## src/rtl/serial_subtractor.sv

```systemverilog
// Bit-serial subtractor: computes A - B - Bin one bit per clock, LSB first.
// Optional signed-overflow output Ovf is enabled by defining SUB_SIGNED_OVF_EN.
module serial_subtractor #(
  parameter int unsigned WIDTH = 4
) (
  input  logic             clk,
  input  logic             rst,
  input  logic             start,
  input  logic [WIDTH-1:0] A,
  input  logic [WIDTH-1:0] B,
  input  logic             Bin,
`ifdef SUB_SIGNED_OVF_EN
  output logic             Ovf,
`endif
  output logic             busy,
  output logic             done,
  output logic [WIDTH-1:0] Diff,
  output logic             Bout
);

  localparam int unsigned CW = $clog2(WIDTH);

  typedef enum logic [1:0] {StIdle, StRun, StDone} state_e;

  state_e           state_q;
  logic [CW-1:0]    cnt_q;
  logic [WIDTH-1:0] a_q;
  logic [WIDTH-1:0] b_q;
  logic [WIDTH-1:0] res_q;
  logic             br_q;
  logic             d_bit;
  logic             br_next;
`ifdef SUB_SIGNED_OVF_EN
  logic             a_msb_q;
  logic             b_msb_q;
`endif

  assign d_bit   = a_q[0] ^ b_q[0] ^ br_q;
  assign br_next = (~a_q[0] & b_q[0]) | (~(a_q[0] ^ b_q[0]) & br_q);

  always_ff @(posedge clk) begin
    if (rst) begin
      state_q <= StIdle;
      cnt_q   <= '0;
      a_q     <= '0;
      b_q     <= '0;
      res_q   <= '0;
      br_q    <= 1'b0;
      busy    <= 1'b0;
      done    <= 1'b0;
      Diff    <= '0;
      Bout    <= 1'b0;
`ifdef SUB_SIGNED_OVF_EN
      a_msb_q <= 1'b0;
      b_msb_q <= 1'b0;
      Ovf     <= 1'b0;
`endif
    end else begin
      done <= 1'b0;
      unique case (state_q)
        StIdle: begin
          if (start) begin
            a_q     <= A;
            b_q     <= B;
            br_q    <= Bin;
            cnt_q   <= '0;
            busy    <= 1'b1;
            state_q <= StRun;
`ifdef SUB_SIGNED_OVF_EN
            a_msb_q <= A[WIDTH-1];
            b_msb_q <= B[WIDTH-1];
`endif
          end
        end
        StRun: begin
          // Result bits enter at the MSB so the word is aligned after WIDTH shifts.
          res_q <= {d_bit, res_q[WIDTH-1:1]};
          br_q  <= br_next;
          a_q   <= a_q >> 1;
          b_q   <= b_q >> 1;
          if (cnt_q == CW'(WIDTH - 1)) begin
            cnt_q   <= '0;
            state_q <= StDone;
          end else begin
            cnt_q <= cnt_q + CW'(1);
          end
        end
        StDone: begin
          Diff    <= res_q;
          Bout    <= br_q;
          done    <= 1'b1;
          busy    <= 1'b0;
          state_q <= StIdle;
`ifdef SUB_SIGNED_OVF_EN
          Ovf     <= (a_msb_q ^ b_msb_q) & (a_msb_q ^ res_q[WIDTH-1]);
`endif
        end
        default: state_q <= StIdle;
      endcase
    end
  end

endmodule

```

## config.mk

```make
export PLATFORM = sky130hd
export DESIGN_NAME = serial_subtractor
export DESIGN_NICKNAME = d
export VERILOG_FILES = /design/src/rtl/serial_subtractor.sv
export SDC_FILE = /design/constraint.sdc
export NUM_CORES = 1
export LEC_CHECK = 0
export BUFFER_PORTS_ARGS = -buffer_cell sky130_fd_sc_hd__clkbuf_2
export CORE_ASPECT_RATIO = 1.4
export CORE_MARGIN = 2
export CORE_UTILIZATION = 41
export CTS_CLUSTER_DIAMETER = 50
export DETAILED_ROUTE_END_ITERATION = 10
export SETUP_SLACK_MARGIN = 0.1
export SLEW_MARGIN = 0
export SYNTH_ARGS = -nofsm -noshare
export SYNTH_HDL_FRONTEND = slang
export SYNTH_SLANG_ARGS = --single-unit
```

## constraint.sdc

```tcl
create_clock -name clk -period 1.5 [get_ports clk]
set_input_delay 0.225 -clock clk [delete_from_list [all_inputs] [get_ports clk]]
set_output_delay 0.225 -clock clk [all_outputs]
set_load 0.01 [all_outputs]
```

==> metrics.md <==
| Metric | Value |
|---|---|
| Largest stage delay, worst path | 0.56 ns |
| Synth warn | 0 |
| Ports | 19 |
| DRT antenna net count | 0 |
| Root Buffer | clkbuf_4 |
| Vias in the first global route | 800 |
| Synthesized area per cell | between 9 and 10 sq um |
| CTS max path bufs | 2 |
| Clk network pwr share | 27.9% |
| Synthesized instance count | 105 |
| VDD IR max | 420.8 uV |
| CTS Buf Count | 3 |
| Nets | 139 |
| Leakage | 0.4590 nW |
| CP startpoint kind | flip-flop |
| Vias | 752 |
| Die footprint | 2898 sq um |
| Gr usage total | between 10% and 20% |
| Max-cap violations | 0 |
| Final Hold Fails | 0 |
| DR DRC count | 0 |
| Yosys reg bits | 24 |
| Distinct cells, synth | 24 |
| Tot Pwr | between 1 and 1.5 mW |
| Initial antenna violation count | 0 |
| Most common cell after layout, fill and taps aside | dfxtp_1 |
| Synth area leader | dfxtp_1 |
| Antenna fix cells | 0 |
| TNS Setup | 0 ns |
| Power Density | 1032 nW/um^2 |
| Synthesized area | between 1000 and 1500 sq um |
| DRT iter0 DRCs | 25 |
| TritonCTS clock tree | built |
| Initial Util | between 40 and 50% |
| TritonRoute pass-1 iters | 4 |
| Clock Latency Late Sink | approximately 0.30 ns |
| Core area | 2365 sq um |
| Area contributors post-synth | dfxtp_1 47%, a211oi_2 8.6%, mux2i_1 6.9%, nand2_1 6.7%, a21oi_1 4.9% |
| Share of cells above drive strength 1 | 29.03% |
| Row cnt | 21 |
| Max Slew Vio Count | 0 |
| CTS Hold Buffers Added | 0 |
| Sequential area share after synthesis | around 47% |
| Worst path required time | 1.73 ns |
| Largest net degree at the start of global routing | 25 |
| Drt via density | 5.116 |
| Fill cell total of the finished layout | 239 |
| RSZ-0062 raised after global routing | false |
| Most frequent cells in the layout | 24 x dfxtp_1, 18 x nand2_1, 18 x clkbuf_2 |
| Grt ovf | 0 |
| Combinational fraction of design power | 13.0% |
| Final clock skew | just over 0.003 ns |
| Drt total wl | 1685 um |
| Crit path time final | 1.268 ns |
| Chip Height | 62.90 um |
| Max frequency | 0.7890 GHz |
| Critical-path maximum fanout | 14 |
| Htree depth | 1 |
| Die X | 46.07 um |
| Syn nets | 119 |
| Worst Setup End Kind | flip-flop |
| CP Cell Sequence | o21ba_4 -> nor2_1 -> a211oi_2 |
| Post-CTS Resized | 0 |
| Int Pwr | 0.8898 mW |
| IO Port Bufs | 18 |
| Sw Pwr | 0.2876 mW |
| Hold crit path type | in -> reg |
| Run status | finished clean |
| Area Growth Syn to Fin | 12.31% |
| GP Congestion | 0.7186 |
| Clk slew on worst S/H paths | 0.12 ns |
| Global-route wire length before repair | roughly 3200 um |
| Finish-stage setup viols | 0 |
| Final Cycle Share | 84.50% |
| Clock Sinks | 24 |
| Worst slew margin | 63.33% |
| Crit Path Class | reg -> reg |
| Avg WL per Cell | 11.46 um |
| Reg power frac | 59.0% |
| Setup repair bufs after CTS | 0 |
| Post-DP HPWL | 1284 um |
| Worst Max-Slew Pin Slew | around 0.55 ns |
| Worst EP arrival | 1.49 ns |
| Max stage delay cell, worst path | dfxtp_1 |
| Sw Ratio | 24.43% |
| Post-synth top area share | a little under half |
==> final cells by class <==
type / count / area (sq um) / share of cell area [%]
inverters: 4 / 15.01 / 1.316
clock buffers: 4 / 36.28 / 3.180
repair buffers: 19 / 97.59 / 8.553
well taps: 23 / 28.78 / 2.522
flip-flops and latches: 24 / 480.5 / 42.11
multi-input cells: 73 / 483.0 / 42.32
==> routing by layer <==
layer	share of wire [%]	vias to the layer above	track usage [%]
li1	-	396	-
met1	45	339	17.30
met3	3.4	2	2.601
met2	51	15	24.13
met5	0	-	0
met4	0.71	0	5.357
==> cells in the mapped netlist <==
cell type and number:
inv_1 4, or2b_1 1, buf_12 1, a211oi_2 7, nor2b_1 1, buf_2 1, nor2_1 11, clkbuf_1 1
o21bai_1 1, nor2b_2 1, fa_1 1, dfxtp_1 24, mux2i_1 7, nand2_1 18, nand2b_1 1, nor2_2 3
and2b_1 1, a21oi_1 10, o21ba_4 1, nor3_1 3, buf_6 1, a22oi_1 4, nor3b_1 1, ha_1 1
==> registers in the layout (all words and copies together) (netlist names) <==
signal   flops
cnt_q        2
a_q          4
br_q         1
busy         1
b_q          4
Bout         1
done         1
res_q        4
Diff         4
state_q      2
==> metrics by stage <==
stage	hold WS (ns)	cell area (sq um)	setup WS, ns	utilization, %	instances
2_1_floorplan	0.2896	1016	0.3699	-	105
3_3_place_gp	0.4430	1102	0.3081	46.61	143
3_5_place_dp	0.4494	1102	0.2293	46.61	143
4_1_cts	0.1586	1139	0.1919	48.15	147
5_1_grt	0.1641	1141	0.1181	48.25	147
6_report	0.1649	1141	0.2325	48.25	147
==> power by group through the flow <==
stage	registers (mW)	logic (mW)	clock network, mW
after floorplan	0.703	0.131	0
after CTS	0.696	0.156	0.348
final	0.695	0.154	0.329
after detailed placement	0.711	0.156	0
after global routing	0.702	0.175	0.369
after global placement	0.709	0.153	0
==> worst paths after layout <==
kind | start | to | slack, ns | depth (start not counted)
hold reg to reg | Diff[0]$_SDFFE_PP0P_ | Diff[0]$_SDFFE_PP0P_ | 0.46 | 2
setup reg to reg | state_q[0]$_SDFFE_PP0P_ | a_q[0]$_SDFFE_PP0P_ | 0.23 | 3
setup / recovery | state_q[0]$_SDFFE_PP0P_ | a_q[0]$_SDFFE_PP0P_ | 0.23 | 3
hold / removal | A[3] | a_q[3]$_SDFFE_PP0P_ | 0.16 | 3
==> kinds of logic (layout without fill, tap and decap cells) <==
logic type	Yosys count	in the layout	synth area share [%]
AND/OR/NAND/NOR	41	41	18.35
AO/OA/AOI/OAI	23	23	18.84
buffers and inverters	8	27	5.417
flip-flops	24	24	47.29
adder cells (fa/ha/maj)	2	2	3.202
multiplexers	7	7	6.897
==> critical path, delay by kind of cell (launching register included) <==
kind / cells / cell delay, ns
and+or+nand+nor: 1 / 0.08
AOI/OAI and AO/OA: 2 / 0.55
DFF: 1 / 0.56
(Power assumes the default switching activity.)
